===== src/rtl/stepper_motion_unit_if.sv =====
// Command/status bundle between the stepper controller FSM (master) and the
// motion unit (slave).
interface stepper_motion_unit_if #(
  parameter int POS_WIDTH   = 8,
  parameter int DELAY_WIDTH = 8
);
  logic                   start;
  logic                   abort;
  logic                   load_pos;
  logic [POS_WIDTH-1:0]   target;
  logic [DELAY_WIDTH-1:0] delay;
  logic [1:0]             mode;
  logic                   busy;
  logic                   done;
  logic                   aborted;
  logic [POS_WIDTH-1:0]   position;
  logic [3:0]             stepper_signals;

  modport master (
    output start, abort, load_pos, target, delay, mode,
    input  busy, done, aborted, position, stepper_signals
  );

  modport slave (
    input  start, abort, load_pos, target, delay, mode,
    output busy, done, aborted, position, stepper_signals
  );
endinterface


===== src/rtl/stepper_motion_unit.sv =====
// Stepper motion engine: moves along the shortest circular path to a target,
// pacing steps with a prescaled delay counter and driving four coil lines.
module stepper_motion_unit #(
  parameter int POS_WIDTH   = 8,
  parameter int DELAY_WIDTH = 8,
  parameter int PRESCALE    = 1
) (
  input  logic                 clk,
  input  logic                 reset_n,
  stepper_motion_unit_if.slave bus
);

  localparam int                     PRE_WIDTH  = $clog2(PRESCALE) + 1;
  localparam logic [PRE_WIDTH-1:0]   PRE_RELOAD = PRE_WIDTH'(PRESCALE - 1);
  localparam logic [PRE_WIDTH-1:0]   PRE_ZERO   = {PRE_WIDTH{1'b0}};
  localparam logic [PRE_WIDTH-1:0]   PRE_ONE    = PRE_WIDTH'(1);
  localparam logic [DELAY_WIDTH-1:0] DELAY_ZERO = {DELAY_WIDTH{1'b0}};
  localparam logic [DELAY_WIDTH-1:0] DELAY_ONE  = DELAY_WIDTH'(1);
  localparam logic [POS_WIDTH-1:0]   POS_ZERO   = {POS_WIDTH{1'b0}};
  localparam logic [POS_WIDTH-1:0]   POS_ONE    = POS_WIDTH'(1);

  typedef enum logic [1:0] {
    ST_IDLE = 2'b00,
    ST_WAIT = 2'b01,
    ST_STEP = 2'b10
  } state_t;

  state_t                 state_q;
  logic [POS_WIDTH-1:0]   pos_q;
  logic [POS_WIDTH-1:0]   tgt_q;
  logic [2:0]             ph_q;
  logic [3:0]             coil_q;
  logic                   busy_q;
  logic                   done_q;
  logic                   aborted_q;
  logic                   dir_fwd_q;
  logic [1:0]             mode_q;
  logic [DELAY_WIDTH-1:0] dly_q;
  logic [DELAY_WIDTH-1:0] cnt_q;
  logic [PRE_WIDTH-1:0]   pre_q;

  logic [POS_WIDTH-1:0]   diff_d;
  logic [POS_WIDTH-1:0]   pos_d;
  logic [2:0]             ph_d;
  logic [DELAY_WIDTH-1:0] dly_d;

  // Reserved mode 2'b11 falls through to the full-step table.
  function automatic logic [3:0] coil_pattern(input logic [1:0] md, input logic [2:0] ph);
    logic [3:0] pat;
    pat = 4'b0000;
    case (md)
      2'b01: begin
        case (ph)
          3'd0:    pat = 4'b1000;
          3'd1:    pat = 4'b1100;
          3'd2:    pat = 4'b0100;
          3'd3:    pat = 4'b0110;
          3'd4:    pat = 4'b0010;
          3'd5:    pat = 4'b0011;
          3'd6:    pat = 4'b0001;
          3'd7:    pat = 4'b1001;
          default: pat = 4'b0000;
        endcase
      end
      2'b10: begin
        case (ph[2:1])
          2'd0:    pat = 4'b1000;
          2'd1:    pat = 4'b0100;
          2'd2:    pat = 4'b0010;
          2'd3:    pat = 4'b0001;
          default: pat = 4'b0000;
        endcase
      end
      default: begin
        case (ph[2:1])
          2'd0:    pat = 4'b1100;
          2'd1:    pat = 4'b0110;
          2'd2:    pat = 4'b0011;
          2'd3:    pat = 4'b1001;
          default: pat = 4'b0000;
        endcase
      end
    endcase
    return pat;
  endfunction

  function automatic logic [2:0] phase_advance(input logic [1:0] md, input logic [2:0] ph,
                                               input logic fwd);
    logic [2:0] stride;
    stride = (md == 2'b01) ? 3'd1 : 3'd2;
    return fwd ? (ph + stride) : (ph - stride);
  endfunction

  // Distance to the requested target and the position/phase one step on.
  always_comb begin
    diff_d = bus.target - pos_q;
    dly_d  = (bus.delay == DELAY_ZERO) ? DELAY_ONE : bus.delay;
    if (dir_fwd_q) begin
      pos_d = pos_q + POS_ONE;
    end else begin
      pos_d = pos_q - POS_ONE;
    end
    ph_d = phase_advance(mode_q, ph_q, dir_fwd_q);
  end

  // Motion FSM with registered status and coil outputs.
  always_ff @(posedge clk or negedge reset_n) begin
    if (!reset_n) begin
      state_q   <= ST_IDLE;
      pos_q     <= POS_ZERO;
      tgt_q     <= POS_ZERO;
      ph_q      <= 3'd0;
      coil_q    <= 4'b0000;
      busy_q    <= 1'b0;
      done_q    <= 1'b0;
      aborted_q <= 1'b0;
      dir_fwd_q <= 1'b1;
      mode_q    <= 2'b00;
      dly_q     <= DELAY_ONE;
      cnt_q     <= DELAY_ONE;
      pre_q     <= PRE_ZERO;
    end else begin
      done_q    <= 1'b0;
      aborted_q <= 1'b0;
      case (state_q)
        ST_IDLE: begin
          if (bus.abort) begin
            state_q <= ST_IDLE;
          end else if (bus.load_pos) begin
            pos_q <= bus.target;
          end else if (bus.start) begin
            tgt_q     <= bus.target;
            mode_q    <= bus.mode;
            dly_q     <= dly_d;
            // A half-revolution tie has MSB set and therefore goes backward.
            dir_fwd_q <= ~diff_d[POS_WIDTH-1];
            coil_q    <= coil_pattern(bus.mode, ph_q);
            if (diff_d == POS_ZERO) begin
              done_q <= 1'b1;
            end else begin
              state_q <= ST_WAIT;
              busy_q  <= 1'b1;
              cnt_q   <= dly_d;
              pre_q   <= PRE_RELOAD;
            end
          end else begin
            state_q <= ST_IDLE;
          end
        end
        ST_WAIT: begin
          if (bus.abort) begin
            state_q   <= ST_IDLE;
            busy_q    <= 1'b0;
            aborted_q <= 1'b1;
          end else if (pre_q == PRE_ZERO) begin
            pre_q <= PRE_RELOAD;
            if (cnt_q == DELAY_ONE) begin
              state_q <= ST_STEP;
            end else begin
              cnt_q <= cnt_q - DELAY_ONE;
            end
          end else begin
            pre_q <= pre_q - PRE_ONE;
          end
        end
        ST_STEP: begin
          // The step commits even when abort arrives on this edge.
          ph_q   <= ph_d;
          pos_q  <= pos_d;
          coil_q <= coil_pattern(mode_q, ph_d);
          if (bus.abort) begin
            state_q   <= ST_IDLE;
            busy_q    <= 1'b0;
            aborted_q <= 1'b1;
          end else if (pos_d == tgt_q) begin
            state_q <= ST_IDLE;
            busy_q  <= 1'b0;
            done_q  <= 1'b1;
          end else begin
            state_q <= ST_WAIT;
            cnt_q   <= dly_q;
            pre_q   <= PRE_RELOAD;
          end
        end
        default: begin
          state_q <= ST_IDLE;
          busy_q  <= 1'b0;
        end
      endcase
    end
  end

  assign bus.busy            = busy_q;
  assign bus.done            = done_q;
  assign bus.aborted         = aborted_q;
  assign bus.position        = pos_q;
  assign bus.stepper_signals = coil_q;

endmodule

===== src/flat_wrapper.sv =====
// flat-port wrapper written by rule: the top's interface ports become plain ports
module stepper_motion_unit_flat 
#(
  parameter int POS_WIDTH   = 8,
  parameter int DELAY_WIDTH = 8,
  parameter int PRESCALE    = 1
)
  (clk, reset_n, bus_start, bus_abort, bus_load_pos, bus_target, bus_delay, bus_mode, bus_busy, bus_done, bus_aborted, bus_position, bus_stepper_signals);
  stepper_motion_unit_if #(.POS_WIDTH(POS_WIDTH), .DELAY_WIDTH(DELAY_WIDTH)) bus_i ();
  input  logic clk;
  input  logic reset_n;
  input wire logic [$bits(bus_i.start)-1:0] bus_start;
  input wire logic [$bits(bus_i.abort)-1:0] bus_abort;
  input wire logic [$bits(bus_i.load_pos)-1:0] bus_load_pos;
  input wire logic [$bits(bus_i.target)-1:0] bus_target;
  input wire logic [$bits(bus_i.delay)-1:0] bus_delay;
  input wire logic [$bits(bus_i.mode)-1:0] bus_mode;
  output wire logic [$bits(bus_i.busy)-1:0] bus_busy;
  output wire logic [$bits(bus_i.done)-1:0] bus_done;
  output wire logic [$bits(bus_i.aborted)-1:0] bus_aborted;
  output wire logic [$bits(bus_i.position)-1:0] bus_position;
  output wire logic [$bits(bus_i.stepper_signals)-1:0] bus_stepper_signals;
  assign bus_i.start = bus_start;
  assign bus_i.abort = bus_abort;
  assign bus_i.load_pos = bus_load_pos;
  assign bus_i.target = bus_target;
  assign bus_i.delay = bus_delay;
  assign bus_i.mode = bus_mode;
  assign bus_busy = bus_i.busy;
  assign bus_done = bus_i.done;
  assign bus_aborted = bus_i.aborted;
  assign bus_position = bus_i.position;
  assign bus_stepper_signals = bus_i.stepper_signals;
  stepper_motion_unit #(.POS_WIDTH(POS_WIDTH), .DELAY_WIDTH(DELAY_WIDTH), .PRESCALE(PRESCALE)) u_core (.clk(clk), .reset_n(reset_n), .bus(bus_i));
endmodule

===== config.mk =====
export PLATFORM = sky130hd
export DESIGN_NAME = stepper_motion_unit_flat
export DESIGN_NICKNAME = d
export VERILOG_FILES = /design/src/rtl/stepper_motion_unit_if.sv /design/src/rtl/stepper_motion_unit.sv /design/src/flat_wrapper.sv
export SDC_FILE = /design/constraint.sdc
export NUM_CORES = 1
export LEC_CHECK = 0
export CORE_UTILIZATION = 43
export CTS_CLUSTER_SIZE = 30
export DETAILED_ROUTE_END_ITERATION = 6
export PLACE_DENSITY = 0.74
export SYNTH_ARGS = -nofsm -noshare
export SYNTH_HDL_FRONTEND = slang
export SYNTH_SLANG_ARGS = --single-unit

===== constraint.sdc =====
create_clock -name clk -period 6.8 [get_ports clk]
set_input_delay 1.02 -clock clk [delete_from_list [all_inputs] [get_ports clk]]
set_output_delay 1.02 -clock clk [all_outputs]
set_load 0.02 [all_outputs]

==> reports/results.env <==
PERIOD_MINUS_SLACK_PS=3520
POWER.SWITCHING_FRACTION_PCT=46.7
WORSTPATHMAXFANOUT=8
FINAL.FILL_COUNT=722
WORST_IR_DROP_VDD_V=0.000217
CP_DATA_ARRIVAL_TIME_PS=3730
PWR-SHARE-CLK_PCT=8.0
MIN_PATH_TYPE='reg2reg'
PLACEMENT.IO_BUFFERS=37
POSTLAYOUTCELLAREA_UM2=4160
POST_SYNTH_INST_COUNT=382
MAXCAPVIOLCOUNT=0
HTREEDEPTH=2
SYNTH.MOST_COMMON_CELL='sky130_fd_sc_hd__dfrtp_1'
NUMBER_OF_ANTENNA_REPAIR_DIODES=0
YOSYS-TOP-CELLS-AREA='sky130_fd_sc_hd__dfrtp_1 31%, sky130_fd_sc_hd__ha_1 13%, sky130_fd_sc_hd__mux2_2 7.8%'
DIE_H_UM=93.4
POSTROUTEANTENNANETS=0
CLOCK_SKEW_PS=9.39
SETUP_VIOL=0
DRT-INITIAL-DRC-COUNT=167
POST-CTS-SETUP-BUFFER-COUNT=0
POWER_LEAKAGE_nW=1.79
POSTPLACECELLAREA_UM2=4080
FINAL_LAYOUT_SIZE_SUFFIX_GT1_SHARE_PCT=10.7
FINALSETUPTNS_PS=0
SYNTH_ENABLE_FLOP_CELLS=0
GPL.FINAL_WEIGHTED_CONGESTION=0.805
PWR_DENSITY_CELL_nW_PER_UM2=520
CTS.REPORTEDPATHS.CLKPINSLEW_PS=90
WORST_R2R_ENDPOINT='u_core.state_q[0]'
CP-START-KIND='primary input'
HOLD_END='u_core.dly_q[0]'
SYNTH-WARNING-COUNT=0
POWER_SWITCHING_W=0.00101
WORST_SKEW_PAIR.LATE_LATENCY_PS=310
FINAL_UTIL_PCT=52.8
SYNTHFLOPTYPE='sky130_fd_sc_hd__dfrtp_1'
NET_COUNT_FINAL=480
TIMING_MAX_TRANSITION_VIOLATIONS_FINAL=0
POSTSYNTHAREAPERCELL_UM2=9.41
SHARE_OF_SYNTHESIZED_AREA_OCCUPIED_BY_FLIP_FLOPS_AND_LATCHES_PCT=32.8
OUTCOME='finished, final reports clean'
TOTAL_NETS_AFTER_SYNTHESIS=443
SYNTH_AREA_UM2=3590
SEQ_POWER_SHARE_PCT=25.3
TIMING_WORST_SETUP_PATH_TYPE='in2reg'
REQUIRED_PS=7000
POST_CTS.RESIZED_INSTANCES=0
REG2REG_SETUP_SLACK_PS=3450
DRC=0
MAX_FREQ_MHz=284
WORST_REG2REG_STARTPOINT='u_core.dir_fwd_q'
TOP_LEVEL_PORTS=38
YOSYSTOPAREACELLSHARE_PCT=30.6
VIAS=2935
SYNTH.LIB_CELLS_USED.DISTINCT=56
HOLD_VIOLATIONS=0
FINAL_MIN_PERIOD_OVER_CLOCK_PERIOD_PCT=51.8
START_UTIL_PCT=45.6
LAYOUT.AREA.SEQ_UM2=1180
DETAIL_ROUTE.FIRST_PASS.ITERATIONS=4
ASYNC_FLOP_SHARE_PCT=100
GRT_FIRST_PASS_WIRELENGTH_UM=13400
TRITONCTS_CLOCK_TREE='done'
POST_SYNTH_MOST_FREQUENT_CELLS='44 x sky130_fd_sc_hd__dfrtp_1, 36 x sky130_fd_sc_hd__ha_1, 34 x sky130_fd_sc_hd__o21ai_0'
ROUTED_WL_UM=8010
TRITONCTS_BUFFER_COUNT=5
ROWS=32
COMBINATIONAL_FRACTION_OF_DESIGN_POWER_PCT=66.7
LAUNCH_POINT_OF_THE_WORST_HOLD_PATH='u_core.dly_q[0]'
PLACE.DETAILED.HPWL_UM=6070
DIE-AREA_UM2=8730
FF2FF_PATH_DEPTH=9
CTS-HOLD-FIX-BUFFERS=0
NUMBER_OF_GLOBAL_ROUTE_VIAS_BEFORE_REPAIR=2819
CTSLONGESTPATHBUFFERS=2
SYNTH_AREA_LEADER_CELL='sky130_fd_sc_hd__dfrtp_1'
ROOT_BUFFER_SELECTED_BY_CTS='sky130_fd_sc_hd__clkbuf_8'
WHS_PATH_DEPTH=2
COMBINED_AREA_OF_THE_MULTI_INPUT_LOGIC_CELLS_UM2=2270
VIA_PER_INST=5.62
WL_PER_CELL_UM=15.3
SETUP_REPAIR_AFTER_GLOBAL_ROUTING_MISSED_ITS_MARGIN='no'
SYNTHTOLAYOUTAREAGROWTH_PCT=15.8
DIE_WIDTH_UM=93.4
CORE_UM2=7890
SLEW_HEADROOM_PCT=53.2
WORSTMARGINPINSLEW_PS=701
GRT.TOTAL_USAGE_PCT=19.5
ANTENNA_FOUND_INITIAL=0
P_INT_W=0.00115
GRT_MAX_DEGREE=48
CRITPATHCAPTURETYPE='register'
GLOBALROUTE.TOTALOVERFLOW=0
CTS.SINK_COUNT=47
SYNTHESIS_STAGE_REGISTER_BIT_COUNT=47
## per-layer routing
metal  vias up  share of wire (%)  GRT usage [%]
li1       1435                  -              -
met4         0               0.59           4.10
met2        66                 48           32.2
met1      1428                 48           26.8
met5         -                  0              0
met3         6                4.1           3.50
## cells in the final DEF, fill, tap and decap left out, types with 2 or more instances in the layout
| master | count |
|---|---|
| sky130_fd_sc_hd__mux2_2 | 25 |
| sky130_fd_sc_hd__nand3b_1 | 5 |
| sky130_fd_sc_hd__a221oi_1 | 10 |
| sky130_fd_sc_hd__clkbuf_8 | 5 |
| sky130_fd_sc_hd__a221o_1 | 2 |
| sky130_fd_sc_hd__o22ai_1 | 2 |
| sky130_fd_sc_hd__ha_1 | 36 |
| sky130_fd_sc_hd__inv_1 | 27 |
| sky130_fd_sc_hd__nor3_1 | 5 |
| sky130_fd_sc_hd__nand2b_1 | 4 |
| sky130_fd_sc_hd__dfrtp_1 | 44 |
| sky130_fd_sc_hd__xor2_1 | 8 |
| sky130_fd_sc_hd__and2_1 | 2 |
| sky130_fd_sc_hd__clkdlybuf4s50_1 | 36 |
| sky130_fd_sc_hd__mux2i_1 | 7 |
| sky130_fd_sc_hd__nand2_1 | 30 |
| sky130_fd_sc_hd__a211oi_1 | 2 |
| sky130_fd_sc_hd__dfstp_2 | 3 |
| sky130_fd_sc_hd__nor2_1 | 28 |
| sky130_fd_sc_hd__nand3_1 | 6 |
| sky130_fd_sc_hd__nor3b_1 | 3 |
| sky130_fd_sc_hd__xnor3_1 | 3 |
| sky130_fd_sc_hd__fa_1 | 2 |
| sky130_fd_sc_hd__nand4_1 | 2 |
| sky130_fd_sc_hd__buf_4 | 4 |
| sky130_fd_sc_hd__o21a_1 | 2 |
| sky130_fd_sc_hd__o21ai_0 | 34 |
| sky130_fd_sc_hd__nor4_1 | 2 |
| sky130_fd_sc_hd__a21oi_1 | 25 |
| sky130_fd_sc_hd__nor2b_1 | 4 |
| sky130_fd_sc_hd__a21o_1 | 6 |
| sky130_fd_sc_hd__xnor2_1 | 16 |
## power groups by stage
stage	logic, W	clock network [W]	registers [W]
3_3_place_gp	0.00139	0	0.000544
3_5_place_dp	0.00143	0	0.000552
2_1_floorplan	0.00107	0	0.000562
4_1_cts	0.00144	0.000178	0.000546
5_1_grt	0.00158	0.000192	0.000566
6_report	0.00144	0.000173	0.000547
## metrics by stage
step           total power (W)  hold WS, ps  setup WS (ps)  std cells
2_1_floorplan          0.00163          481           3660        382
3_3_place_gp           0.00193          494           3010        514
3_5_place_dp           0.00198          498           2960        514
4_1_cts                0.00217          515           3280        522
5_1_grt                0.00234          533           3180        522
6_report               0.00216          516           3280        522
## critical path, cell delays in order
cell and delay [ps]:
sky130_fd_sc_hd__clkdlybuf4s50_1 450, sky130_fd_sc_hd__ha_1 330, sky130_fd_sc_hd__a21oi_1 220, sky130_fd_sc_hd__a21boi_0 170
sky130_fd_sc_hd__a41o_1 280, sky130_fd_sc_hd__xnor2_1 170, sky130_fd_sc_hd__and3_1 220, sky130_fd_sc_hd__a211oi_4 460
sky130_fd_sc_hd__mux2_2 390
## worst max path at each step
stage | from | end | slack [ps] | depth (start not counted)
CTS | bus_target[2] | u_core.cnt_q[2] | 3280 | 9
finish | bus_target[2] | u_core.cnt_q[2] | 3280 | 9
global route | bus_target[0] | u_core.cnt_q[2] | 3180 | 10
floorplan | bus_target[2] | u_core.cnt_q[2] | 3660 | 8
detailed placement | bus_target[2] | u_core.cnt_q[2] | 2960 | 9
global placement | bus_target[2] | u_core.cnt_q[3] | 3010 | 9
## registers in the layout, indices dropped and copies added (netlist names)
name / cells
u_core.bus.aborted: 1
u_core.bus.busy: 1
u_core.bus.done: 1
u_core.bus.position: 8
u_core.bus.stepper_signals: 4
u_core.cnt_q: 8
u_core.dir_fwd_q: 1
u_core.dly_q: 8
u_core.mode_q: 2
u_core.ph_q: 3
u_core.state_q: 2
u_core.tgt_q: 8
## area by class of cell
| class | instances | share of cell area [%] |
|---|---|---|
| clock buffer | 6 | 1.74 |
| inverter | 27 | 2.44 |
| sequential | 47 | 28.4 |
| tap | 102 | 3.07 |
| multi-input combinational | 297 | 54.6 |
| clock inverter | 2 | 0.301 |
| timing repair buffer | 41 | 9.50 |
## logic make-up (layout without fill, tap and decap cells)
group | Yosys count | after routing | share of synthesized area [%]
flops | 47 | 47 | 32.8
compound gates | 102 | 102 | 18.4
xor+xnor | 27 | 27 | 7.73
buf+inv | 38 | 76 | 4.00
simple gates | 98 | 98 | 13.6
mux | 32 | 32 | 9.78
fa+ha+maj | 38 | 38 | 13.6
Power figures use the tool's default switching activity.
